[config.mk]
export PLATFORM = sky130hd
export DESIGN_NAME = mem_stage_flat
export DESIGN_NICKNAME = d
export VERILOG_FILES = /design/src/rtl/mem_stage_if.sv /design/src/rtl/mem_stage.sv /design/src/flat_wrapper.sv
export SDC_FILE = /design/constraint.sdc
export NUM_CORES = 1
export LEC_CHECK = 0
export ABC_AREA = 1
export BUFFER_PORTS_ARGS = -buffer_cell sky130_fd_sc_hd__buf_2
export CORE_AREA = 2 2 119 121
export CTS_CLUSTER_DIAMETER = 80
export DETAILED_ROUTE_END_ITERATION = 10
export DIE_AREA = 0 0 121 123
export GPL_TIMING_DRIVEN = 0
export PLACE_DENSITY = 0.77
export SLEW_MARGIN = 30
export SYNTH_ARGS = -nofsm -noshare
export SYNTH_HDL_FRONTEND = slang
export SYNTH_SLANG_ARGS = --single-unit
export TNS_END_PERCENT = 10
[constraint.sdc]
create_clock -name clk -period 6.84 [get_ports clk]
set_input_delay 1.368 -clock clk [delete_from_list [all_inputs] [get_ports clk]]
set_output_delay 1.368 -clock clk [all_outputs]
set_load 0.02 [all_outputs]
[src/rtl/mem_stage_if.sv]
// Data-memory port of the MEM stage: request/grant/rvalid handshake with
// byte-lane write data and byte enables. The pipeline stage is the master,
// the data memory (or its bus adapter) is the slave.
interface mem_stage_if #(
    parameter int DATA_W = 32
);
    logic              dmem_req;
    logic              dmem_we;
    logic [DATA_W-1:0] dmem_addr;
    logic [DATA_W-1:0] dmem_wdata;
    logic [3:0]        dmem_be;
    logic              dmem_gnt;
    logic              dmem_rvalid;
    logic [DATA_W-1:0] dmem_rdata;

    modport master (
        output dmem_req, dmem_we, dmem_addr, dmem_wdata, dmem_be,
        input  dmem_gnt, dmem_rvalid, dmem_rdata
    );

    modport slave (
        input  dmem_req, dmem_we, dmem_addr, dmem_wdata, dmem_be,
        output dmem_gnt, dmem_rvalid, dmem_rdata
    );
endinterface

[src/rtl/mem_stage.sv]
// Memory-access stage of the RISC-V-lite pipeline. Consumes the EX/MEM
// registers, runs the request/grant/rvalid data-memory handshake with
// byte-lane steering and load extension, stalls upstream while an access is
// outstanding, and owns the MEM/WB registers that feed write-back and the
// MEM/WB forwarding path. The byte-lane logic assumes DATA_W = 32.
module mem_stage #(
    parameter int DATA_W = 32
) (
    input  logic              clk,
    input  logic              rst,
    input  logic              pipe_en,
    input  logic [DATA_W-1:0] ALUres,
    input  logic [DATA_W-1:0] Bout,
    input  logic [DATA_W-1:0] NPC4_IN,
    input  logic [6:0]        cwMEM,
    input  logic [DATA_W-1:0] Rdest_in,
    mem_stage_if.master       dmem,
    output logic              stall,
    output logic [DATA_W-1:0] wb_data,
    output logic [DATA_W-1:0] wb_rdest,
    output logic              wb_en,
    output logic              misaligned
);

    typedef enum logic [1:0] {
        S_IDLE   = 2'd0,
        S_REQ    = 2'd1,
        S_WAIT_R = 2'd2
    } state_t;

    // Load extension: bring the addressed lane down to bit 0, then zero- or
    // sign-extend byte/half results. Words pass through (offset is 0 when
    // aligned).
    function automatic logic [DATA_W-1:0] f_load_ext(
        input logic [DATA_W-1:0] word,
        input logic [1:0]        size,
        input logic [1:0]        lo,
        input logic              uns
    );
        logic [DATA_W-1:0] shifted;
        logic signed [7:0]  sbyte;
        logic signed [15:0] shalf;
        shifted = word >> {lo, 3'b000};
        sbyte   = $signed(shifted[7:0]);
        shalf   = $signed(shifted[15:0]);
        case (size)
            2'b00:   f_load_ext = uns ? {{(DATA_W-8){1'b0}}, shifted[7:0]}
                                      : DATA_W'(sbyte);
            2'b01:   f_load_ext = uns ? {{(DATA_W-16){1'b0}}, shifted[15:0]}
                                      : DATA_W'(shalf);
            default: f_load_ext = shifted;
        endcase
    endfunction

    // Store data is replicated across lanes so the byte enables alone pick
    // the destination bytes.
    function automatic logic [DATA_W-1:0] f_store_wdata(
        input logic [1:0]        size,
        input logic [DATA_W-1:0] data
    );
        case (size)
            2'b00:   f_store_wdata = {4{data[7:0]}};
            2'b01:   f_store_wdata = {2{data[15:0]}};
            default: f_store_wdata = data;
        endcase
    endfunction

    function automatic logic [3:0] f_store_be(
        input logic [1:0] size,
        input logic [1:0] lo
    );
        case (size)
            2'b00:   f_store_be = 4'b0001 << lo;
            2'b01:   f_store_be = 4'b0011 << {lo[1], 1'b0};
            default: f_store_be = 4'b1111;
        endcase
    endfunction

    // Control word decode
    logic       mem_rd, mem_wr, uns_ld;
    logic [1:0] size, wb_sel, lo;
    logic       is_load, is_store, op, mis_now;

    assign mem_rd   = cwMEM[6];
    assign mem_wr   = cwMEM[5];
    assign size     = cwMEM[4:3];
    assign uns_ld   = cwMEM[2];
    assign wb_sel   = cwMEM[1:0];
    assign lo       = ALUres[1:0];
    assign is_load  = mem_rd;
    assign is_store = mem_wr & ~mem_rd;
    assign op       = mem_rd | mem_wr;
    assign mis_now  = op & (((size == 2'b01) & lo[0]) |
                            (size[1] & (lo != 2'b00)));

    state_t            state;
    logic [DATA_W-1:0] load_buf;
    logic              req;
    logic [DATA_W-1:0] ext_rdata, load_data, wb_mux;

    // MEM/WB pipeline registers
    logic [DATA_W-1:0] wb_data_p1, wb_rdest_p1;
    logic              vld_p1, mis_p1;

    assign ext_rdata = f_load_ext(dmem.dmem_rdata, size, lo, uns_ld);
    assign load_data = (state == S_WAIT_R && dmem.dmem_rvalid) ? ext_rdata : load_buf;

    assign dmem.dmem_req   = req;
    assign dmem.dmem_we    = is_store;
    assign dmem.dmem_addr  = {ALUres[DATA_W-1:2], 2'b00};
    assign dmem.dmem_wdata = f_store_wdata(size, Bout);
    assign dmem.dmem_be    = is_store ? f_store_be(size, lo) : 4'b1111;

    // Request and stall are combinational so the hazard unit can drop
    // pipe_en in the same cycle; both are forced low while in reset.
    always_comb begin
        req   = 1'b0;
        stall = 1'b0;
        if (!rst) begin
            case (state)
                S_IDLE: begin
                    req   = op & ~mis_now;
                    stall = req & ~(is_store & dmem.dmem_gnt);
                end
                S_REQ: begin
                    req   = 1'b1;
                    stall = ~(is_store & dmem.dmem_gnt);
                end
                S_WAIT_R: begin
                    stall = ~dmem.dmem_rvalid;
                end
                default: begin
                    req   = 1'b0;
                    stall = 1'b0;
                end
            endcase
        end
    end

    // Access FSM: one request per instruction, then wait for load data.
    always_ff @(posedge clk or posedge rst) begin
        if (rst) begin
            state    <= S_IDLE;
            load_buf <= '0;
        end else begin
            case (state)
                S_IDLE: begin
                    if (req) begin
                        if (dmem.dmem_gnt) state <= is_load ? S_WAIT_R : S_IDLE;
                        else               state <= S_REQ;
                    end
                end
                S_REQ: begin
                    if (dmem.dmem_gnt) state <= is_load ? S_WAIT_R : S_IDLE;
                end
                S_WAIT_R: begin
                    if (dmem.dmem_rvalid) begin
                        load_buf <= ext_rdata;
                        state    <= S_IDLE;
                    end
                end
                default: state <= S_IDLE;
            endcase
        end
    end

    // Write-back source select; wb_sel 00 is don't-care and reuses ALUres.
    always_comb begin
        case (wb_sel)
            2'b10:   wb_mux = load_data;
            2'b11:   wb_mux = NPC4_IN;
            default: wb_mux = ALUres;
        endcase
    end

    // MEM -> WB boundary: capture on advance, bubble on stall, hold when frozen.
    always_ff @(posedge clk or posedge rst) begin
        if (rst) begin
            wb_data_p1  <= '0;
            wb_rdest_p1 <= '0;
            vld_p1      <= 1'b0;
            mis_p1      <= 1'b0;
        end else if (stall) begin
            vld_p1 <= 1'b0;
            mis_p1 <= 1'b0;
        end else if (pipe_en) begin
            wb_data_p1  <= wb_mux;
            wb_rdest_p1 <= Rdest_in;
            vld_p1      <= (wb_sel != 2'b00) & ~mis_now;
            mis_p1      <= mis_now;
        end
    end

    assign wb_data    = wb_data_p1;
    assign wb_rdest   = wb_rdest_p1;
    assign wb_en      = vld_p1;
    assign misaligned = mis_p1;

endmodule

[src/flat_wrapper.sv]
// flat-port wrapper written by rule: the top's interface ports become plain ports
module mem_stage_flat 
#(
    parameter int DATA_W = 32
)
  (clk, rst, pipe_en, ALUres, Bout, NPC4_IN, cwMEM, Rdest_in, stall, wb_data, wb_rdest, wb_en, misaligned, dmem_dmem_req, dmem_dmem_we, dmem_dmem_addr, dmem_dmem_wdata, dmem_dmem_be, dmem_dmem_gnt, dmem_dmem_rvalid, dmem_dmem_rdata);
  mem_stage_if #(.DATA_W(DATA_W)) dmem_i ();
  input  logic clk;
  input  logic rst;
  input  logic pipe_en;
  input  logic [DATA_W-1:0] ALUres;
  input  logic [DATA_W-1:0] Bout;
  input  logic [DATA_W-1:0] NPC4_IN;
  input  logic [6:0] cwMEM;
  input  logic [DATA_W-1:0] Rdest_in;
  output logic stall;
  output logic [DATA_W-1:0] wb_data;
  output logic [DATA_W-1:0] wb_rdest;
  output logic wb_en;
  output logic misaligned;
  output wire logic [$bits(dmem_i.dmem_req)-1:0] dmem_dmem_req;
  output wire logic [$bits(dmem_i.dmem_we)-1:0] dmem_dmem_we;
  output wire logic [$bits(dmem_i.dmem_addr)-1:0] dmem_dmem_addr;
  output wire logic [$bits(dmem_i.dmem_wdata)-1:0] dmem_dmem_wdata;
  output wire logic [$bits(dmem_i.dmem_be)-1:0] dmem_dmem_be;
  input wire logic [$bits(dmem_i.dmem_gnt)-1:0] dmem_dmem_gnt;
  input wire logic [$bits(dmem_i.dmem_rvalid)-1:0] dmem_dmem_rvalid;
  input wire logic [$bits(dmem_i.dmem_rdata)-1:0] dmem_dmem_rdata;
  assign dmem_dmem_req = dmem_i.dmem_req;
  assign dmem_dmem_we = dmem_i.dmem_we;
  assign dmem_dmem_addr = dmem_i.dmem_addr;
  assign dmem_dmem_wdata = dmem_i.dmem_wdata;
  assign dmem_dmem_be = dmem_i.dmem_be;
  assign dmem_i.dmem_gnt = dmem_dmem_gnt;
  assign dmem_i.dmem_rvalid = dmem_dmem_rvalid;
  assign dmem_i.dmem_rdata = dmem_dmem_rdata;
  mem_stage #(.DATA_W(DATA_W)) u_core (.clk(clk), .rst(rst), .pipe_en(pipe_en), .ALUres(ALUres), .Bout(Bout), .NPC4_IN(NPC4_IN), .cwMEM(cwMEM), .Rdest_in(Rdest_in), .dmem(dmem_i), .stall(stall), .wb_data(wb_data), .wb_rdest(wb_rdest), .wb_en(wb_en), .misaligned(misaligned));
endmodule
==> results of run 1 <==
[worst min path at each step]
stage	depth (start not counted)	start	slack, ps	to
after floorplan	2	u_core.load_buf[16]	440	u_core.load_buf[16]
after global placement	2	u_core.wb_rdest[8]	460	u_core.wb_rdest[8]
after detailed placement	2	u_core.wb_rdest[17]	460	u_core.wb_rdest[17]
after CTS	2	u_core.load_buf[22]	480	u_core.load_buf[22]
after global routing	2	u_core.load_buf[24]	490	u_core.load_buf[24]
final	2	u_core.wb_rdest[10]	480	u_core.wb_rdest[10]
[routing by layer]
metal,GRT usage,vias to the layer above,share of wire
met2,0.4119,246,0.48
met3,0.04197,28,0.063
met4,0.07413,0,0.019
li1,-,3175,-
met1,0.3415,2886,0.44
met5,0,-,0
[area by class of cell]
cell class	count	area (um2)
Clock buffer	11	242.7
Inverter	41	161.4
Antenna cell	1	2.502
Multi-Input combinational cell	578	2673
Fill cell	1338	5630
Tap cell	180	225.2
Sequential cell	100	2502
Buffer	85	560.5
Clock inverter	5	60.06
Timing Repair Buffer	306	1554
[layout by cell type (no fill, tap or decap), types with 3 or more instances in the layout]
master / netlist / final
buf_2: 9 / 314
nand2_1: 304 / 304
dfrtp_1: 100 / 100
nor2_1: 57 / 57
a21oi_1: 52 / 52
buf_4: 45 / 45
nand3_1: 44 / 44
inv_1: 38 / 37
o21ai_0: 33 / 33
a22o_1: 25 / 25
clkbuf_1: 20 / 21
o211ai_1: 15 / 15
or2_2: 14 / 14
clkbuf_16: 0 / 9
buf_6: 8 / 8
a21boi_0: 8 / 8
nand2_2: 5 / 5
and2_1: 5 / 5
o21a_1: 3 / 3
[sequential cells by signal (all words and copies together) (netlist names)]
signal             count
u_core.wb_data        32
u_core.misaligned      1
u_core.load_buf       32
u_core.wb_en           1
u_core.wb_rdest       32
u_core.state           2
[cell families (layout without fill, tap and decap cells)]
logic type,Yosys count,count (layout)
other cells,1,3
flops,100,100
simple gates,438,438
buf+inv,126,448
compound gates,138,138
[synthesized netlist by cell type, drive strengths merged]
master  number
nor3         2
o21ai       33
o211ai      15
a22oi        1
clkbuf      21
or2         14
a22o        25
inv         40
o21a         3
conb         1
nand2      310
buf         64
nor2        60
a21boi       8
nand3b       1
a21oi       53
dfrtp      100
nand3       45
clkinv       1
and2         5
nand4        1
[tightest hold or removal path: stages (launching register included)]
cell,delay [ps]
dfrtp_1,340
nand2_1,50
nand2_1,50
[per-stage QoR]
step / instance area, um2 / setup WS (ps) / utilization
2_1_floorplan: 5892 / 1445 / -
4_1_cts: 7979 / 2605 / 0.5862
3_5_place_dp: 7676 / 2619 / 0.5639
6_report: 7981 / 2580 / 0.5864
5_1_grt: 7979 / 2469 / 0.5862
3_3_place_gp: 7644 / 410.5 / 0.5615
[power breakdown]
part           switching, mW  internal (mW)
Sequential            0.0984          0.820
Combinational          0.685          0.407
Clock                  0.220          0.295
Total                   1.00           1.52
==> out/qor.yml, run 1 <==
clk_path_buf_depth: 2
synth_adder_area_share: 0
yosysWarnings: 0
synth_area_leaders: "dfrtp_1 42%, nand2_1 19%, buf_4 5.7%, a21oi_1 4.4%, nand3_1 3.7%"
drtPass1Iterations: 5
netlist_area_um2: 5888
area_delta_synth_final_pct: 35.55
slew_headroom: 0.6063
yosysSeqAreaShare: 0.4250
finalSetupViolCount: 0
port_buffers: 305
routed_wirelength_um: 18940
ant_nets: 0
grt_pass1_wl_um: 29640
synth_xor_area_frac: 0
worst-path-buf-inv: 4
synth-simple-area-share: 0.3060
hpwl_um: 15210
synth.area.mux_share: 0
antenna_found_initial: 1
insertion_delay_ps: 330
grt_pass1_vias: 5920
cts_tree: "done"
cts_buffers: 9
place_congestion: 0.9482
clock-root-buffer: "clkbuf_16"
arrival_ps: 2890
synth-seq-cells: 100
max_freq_mhz: 234.8
worstSetupPathDepth: 6
chipHeight_um: 123
clock-sinks: 100
hold_class: "reg2reg"
synth_compound_area_frac: 0.1466
synth_top_family_by_area: "simple AND/OR/NAND/NOR gates"
slew_violations: 0
path_cells: "buf_2 > buf_1 > buf_1 > nand2_1 > o211ai_1 > buf_2"
status: "completed"
grt_usage: 0.2506
p_leak_nw: 4.444
rr_startpoint: "u_core.state[1]"
die-area_um2: 14880
route.detailed.drc: 0
period_needed_ps: 4260
core_um2: 13610
synth_top_area_frac: 0.4250
drv_cap: 0
post_cts_buffers: 0
crit_slowest_cell: "buf_1"
reg2reg_slack_ps: 5020
clk_pin_slew_ps: 70
crit_fanout: 10
die_w_um: 121
routedWlPerCell_um: 14.49
yosysTopAreaCell: "dfrtp_1"
max_stage_delay_ps: 440
dp.cells: 1290
power.density_nw_per_um2: 316.4
worst_pin_slew_ps: 590.6
drt-vias-per-instance: 4.847
rsz0062_at_grt: "no"
start_util: 0.4326
drt-initial-drc-count: 472
crit_family: "buffers and inverters"
io_pins: 309
drive_above_1_share: 0.3659
layoutNonFillerInstCount: 1307
cp-end-kind: "output port"
reg2reg_to: "u_core.wb_data[11]"
cts_resized: 0
dr_total_vias: 6335
critPathCapture: "dmem_dmem_wdata[30]"
cp-start-kind: "primary input"
critPathLaunch: "cwMEM[4]"
peakVddDrop_mv: 0.1986
syn_inst: 803
placementRows: 43
grt.overflow.total: 0
worst-setup-path-type: "in2out"
grt_max_degree: 71
htree_num_levels: 3
synth_cell_type_count: 33
setup_tns_ps: 0
holdWs_ps: 475.0
power_mw: 2.525
finalHoldViolations: 0
cts_hold_buffers: 0
avgSynthCellArea_um2: 7.333
rr_worst_depth: 6
fin_worst_skew_ps: 6.945
worst_ep_required_time_ps: 5470
post-route-period-util: 0.6228
fin_nets: 1293
No activity file was read; power rests on OpenSTA's default activity.
==> inputs of run 2 (changes only) <==
Settings changed: CORE_AREA 2 2 119 121 to default, CORE_UTILIZATION from default to 42, DIE_AREA 0 0 121 123 to default, PLACE_DENSITY 0.77 to 0.78.
Clock period 6.84 ns to 3.8 ns, I/O delays scaled along.
==> out/qor.yml, run 2 (same netlist as run 1, synthesis figures left out) <==
grt_usage: 0.2668  # +0.01619
max_stage_delay_ps: 450  # about the same
cp-end-kind: "output port"
power_mw: 4.562  # +81%
worst_ep_required_time_ps: 3040  # -2430 ps
p_leak_nw: 4.460  # +0.36%
post-route-period-util: 0.7925
antenna_found_initial: 3  # +2
placementRows: 42  # -2.3%
drt-vias-per-instance: 4.956  # +2.3%
cts_buffers: 9  # unchanged
fin_worst_skew_ps: 4.318  # -2.627 ps
drt-initial-drc-count: 483  # +2.3%
fin_ws_ps: 788.3  # -1792 ps
grt_max_degree: 30  # -58%
arrival_ps: 2250  # -640 ps
die_w_um: 120.4  # -0.49%
port_buffers: 305  # unchanged
worst-setup-path-type: "in2out"
htree_num_levels: 3  # unchanged
fillerInstances: 1286  # -3.9%
cts_tree: "done"
finalHoldViolations: 0  # unchanged
peakVddDrop_mv: 0.3602  # +81%
area_delta_synth_final_pct: 36.44
ant_nets: 0  # unchanged
grt_pass1_wl_um: 30400  # +2.6%
die-area_um2: 14500  # -2.6%
worst_pin_slew_ps: 541.7  # -48.90 ps
fin_nets: 1296  # +0.23%
routed_wirelength_um: 19410  # +2.5%
layout_commonest_cell: "buf_2"
drv_cap: 0  # unchanged
cp-start-kind: "primary input"
core_um2: 13450  # -1.2%
rsz0062_at_grt: "no"
crit_fanout: 10  # unchanged
slew_headroom: 0.6389  # +0.03260
period_needed_ps: 3012
grt_pass1_vias: 6157  # +4.0%
finalSetupViolCount: 0  # unchanged
clock-root-buffer: "clkbuf_16"
place_ws_ps: 841.4  # -1778 ps
status: "completed"
clk_pin_slew_ps: 70  # about the same
route.detailed.drc: 0  # unchanged
drive_above_1_share: 0.3670  # +0.001124
dr_total_vias: 6473  # +2.2%
chipHeight_um: 120.4  # -2.1%
io_pins: 309  # unchanged
routedWlPerCell_um: 14.87  # +2.6%
clock-sinks: 100  # unchanged
cts_hold_buffers: 0  # unchanged
reg2reg_slack_ps: 1910  # -3110 ps
cts_resized: 0  # unchanged
insertion_delay_ps: 350  # +20 ps
slew_violations: 0  # unchanged
crit_slowest_cell: "buf_1"
clk_path_buf_depth: 2  # unchanged
post_cts_buffers: 0  # unchanged
path_cells: "buf_2 > buf_1 > buf_1 > nand2_1 > nand3_1 > buf_2"
grt.overflow.total: 0  # unchanged
power.density_nw_per_um2: 567.9  # +79%
hpwl_um: 15610  # +2.7%
mostFrequentLayoutCells: "314 x buf_2, 304 x nand2_1, 100 x dfrtp_1"
max_freq_mhz: 332.0
drtPass1Iterations: 5  # unchanged
hold_class: "in2async"
start_util: 0.4377  # +0.005110
place_congestion: 0.8998  # -5.1%
-- run 2: changes by cell type in the layout (fill, tap and decap cells not counted) --
cell,previous run,this run
buf_12,0,2
buf_16,1,2
diode_2,1,2
clkbuf_8,1,0
clkinv_2,1,0
clkinvlp_4,1,3
inv_6,2,1
-- run 2: final cells by class --
type | count | area (um2) | share of cell area
well taps | 176 | 220.2 | 0.02741
clock inverters | 5 | 62.56 | 0.007787
inverters | 41 | 160.2 | 0.01993
plain buffers | 85 | 560.5 | 0.06977
repair buffers | 309 | 1622 | 0.2018
flip-flops and latches | 100 | 2502 | 0.3115
diodes | 2 | 5.005 | 0.0006230
clock buffers | 10 | 229.0 | 0.02850
multi-input cells | 578 | 2673 | 0.3327
-- run 2: worst max-delay path, delay by kind of cell --
family / cells / cell delay (ps)
AND/OR/NAND/NOR: 2 / 260
buffers and inverters: 4 / 1230
-- run 2: power by group --
part	internal, mW	switching (mW)
combinational	0.739	1.25
sequential	1.48	0.182
clock	0.511	0.405
-- run 2: worst paths after layout --
kind                       cells after the start             endpoint              start
setup / recovery                               6  dmem_dmem_wdata[31]           cwMEM[4]
hold / removal                                 2  u_core.wb_rdest[16]                rst
setup reg to reg                               7   u_core.wb_data[10]    u_core.state[0]
hold reg to reg                                2    u_core.wb_data[4]  u_core.wb_data[4]
max in group asynchronous                      4   u_core.wb_rdest[8]                rst
min in group clk                               2    u_core.wb_data[4]  u_core.wb_data[4]
-- run 2: layer usage --
| metal | share of wire | up-vias | GRT usage |
|---|---|---|---|
| met5 | 0.00067 | - | 0 |
| met2 | 0.48 | 289 | 0.4555 |
| met3 | 0.064 | 30 | 0.04481 |
| met1 | 0.43 | 2973 | 0.3480 |
| met4 | 0.021 | 2 | 0.07407 |
| li1 | - | 3179 | - |
-- run 2: through the flow --
stage          instances  cell area, um2  hold slack (ps)  setup TNS, ps  utilization
2_1_floorplan        804            5896            444.5              0            -
3_3_place_gp        1285            7642            456.9         -18400       0.5681
3_5_place_dp        1289            7737            459.9              0       0.5751
4_1_cts             1304            8029            390.5              0       0.5968
5_1_grt             1306            8034            405.6              0       0.5972
6_report            1306            8034            390.5              0       0.5972
==> inputs of run 3 (changes only) <==
Settings changed: CORE_AREA from default to 2 2 120 122, CORE_UTILIZATION 42 to default, DIE_AREA from default to 0 0 122 124, PLACE_DENSITY 0.78 to 0.76.
Clock period 3.8 ns to 2.9 ns, I/O delays scaled along.
==> out/qor.yml, run 3 (same netlist as run 1, synthesis figures left out) <==
routed_wirelength_um: 19370  # -0.22%
hpwl_um: 15640  # +0.15%
slew_headroom: 0.5943  # -0.04458
cts_buffers: 9  # unchanged
grt_pass1_wl_um: 29700  # -2.3%
start_util: 0.4292  # -0.008502
fin_nets: 1295  # -0.077%
cp-end-kind: "output port"
port_buffers: 305  # unchanged
fin_worst_skew_ps: 6.936  # +2.618 ps
hold_class: "in2async"
layout_commonest_cell: "buf_2"
rr_worst_depth: 8  # +1
drt-initial-drc-count: 423  # -12%
clk_pin_slew_ps: 70  # about the same
place_congestion: 0.9228  # +2.6%
finalSetupViolCount: 0  # unchanged
post-route-period-util: 0.9431
placed_cell_area_um2: 7712  # -0.32%
post_cts_buffers: 0  # unchanged
seq_area_um2: 2502  # unchanged
placementRows: 43  # +2.4%
arrival_ps: 2150  # -100 ps
insertion_delay_ps: 330  # -20 ps
cp-start-kind: "primary input"
ant_nets: 0  # unchanged
cts_hold_buffers: 0  # unchanged
max_freq_mhz: 365.6
io_pins: 309  # unchanged
max_stage_delay_ps: 460  # about the same
worst-setup-path-type: "in2out"
fillerInstances: 1348  # +4.8%
grt_usage: 0.2497  # -0.01708
layoutNonFillerInstCount: 1308  # +0.15%
crit_slowest_cell: "buf_1"
dr_total_vias: 6394  # -1.2%
routedWlPerCell_um: 14.81  # -0.37%
mostFrequentLayoutCells: "313 x buf_2, 304 x nand2_1, 100 x dfrtp_1"
slew_violations: 0  # unchanged
drive_above_1_share: 0.3679  # +0.0008865
power.density_nw_per_um2: 738.6  # +30%
htree_num_levels: 3  # unchanged
p_leak_nw: 4.445  # -0.34%
clock-sinks: 100  # unchanged
peakVddDrop_mv: 0.3931  # +9.1%
crit_fanout: 10  # unchanged
antenna_found_initial: 0  # -3
drtPass1Iterations: 5  # unchanged
worst_pin_slew_ps: 608.5  # +66.87 ps
fin_area_um2: 7998  # -0.45%
die-area_um2: 15130  # +4.3%
route.detailed.drc: 0  # unchanged
dp.cells: 1292  # +0.23%
rsz0062_at_grt: "no"
die_w_um: 122  # +1.3%
cts_resized: 0  # unchanged
clk_path_buf_depth: 2  # unchanged
period_needed_ps: 2735
grt.overflow.total: 0  # unchanged
grt_pass1_vias: 5866  # -4.7%
drv_cap: 0  # unchanged
core_um2: 13720  # +2.0%
status: "completed"
chipHeight_um: 124  # +3.0%
drt-vias-per-instance: 4.888  # -1.4%
multiInputGateArea_um2: 2673  # unchanged
grt_max_degree: 31  # +3.3%
finalHoldViolations: 0  # unchanged
worst_ep_required_time_ps: 2320  # -720 ps
clock-root-buffer: "clkbuf_16"
diodes: 0  # -2
area_delta_synth_final_pct: 35.83
cts_tree: "done"
path_cells: "buf_2 > buf_1 > buf_1 > nand2_1 > nand2_1 > buf_2"
## run 3: path summary, 6_finish.rpt
path | endpoint | startpoint | slack (ps)
hold reg to reg | u_core.wb_rdest[20] | u_core.wb_rdest[20] | 470
min in group clk | u_core.wb_rdest[31] | Rdest_in[31] | 430
max in group asynchronous | u_core.load_buf[9] | rst | 1880
setup reg to reg | u_core.wb_data[6] | u_core.state[1] | 1080
setup / recovery | dmem_dmem_wdata[22] | cwMEM[4] | 170
hold / removal | u_core.wb_rdest[7] | rst | 290
## run 3: layout make-up
type,instances,share of cell area
buffer,85,0.07040
clock buffer,11,0.03035
clock inverter,5,0.005319
inverter,41,0.02034
multi-input combinational,578,0.3342
sequential,100,0.3129
tap,180,0.02816
timing repair buffer,308,0.1984
## run 3: per-layer routing
metal,track usage,wire (um),part of all wire,up-vias
li1,-,-,-,3185
met1,0.3485,8417,0.43,2951
met2,0.4085,9304,0.48,244
met3,0.05128,1464,0.076,14
met4,0.04239,184,0.0095,0
met5,0,0,0,-
## run 3: where the power goes
group	total, mW	leakage, nW	switching [mW]	internal [mW]
clock network	1.15	0.137	0.532	0.617
registers	2.16	1.20	0.227	1.93
logic	2.60	3.10	1.63	0.967
total	5.91	4.45	2.39	3.52
## run 3: per-stage QoR
| stage | setup WS [ps] | hold slack (ps) | utilization | power [mW] | TNS, ps |
|---|---|---|---|---|---|
| final | 165.0 | 289.1 | 0.5829 | 5.907 | 0 |
| after global routing | 132.8 | 316.8 | 0.5829 | 6.321 | 0 |
| after CTS | 256.8 | 294.7 | 0.5829 | 5.949 | 0 |
| after detailed placement | 267.5 | 458.1 | 0.5622 | 4.784 | 0 |
| after global placement | -1083 | 450.3 | 0.5578 | 4.712 | -68330 |
| after floorplan | -180.5 | 444.5 | - | 3.875 | -4959 |
## run 3: worst max-delay path: cells and delay by family
kind          cells  cell delay, ps
buf+inv           4            1270
simple gates      2             300
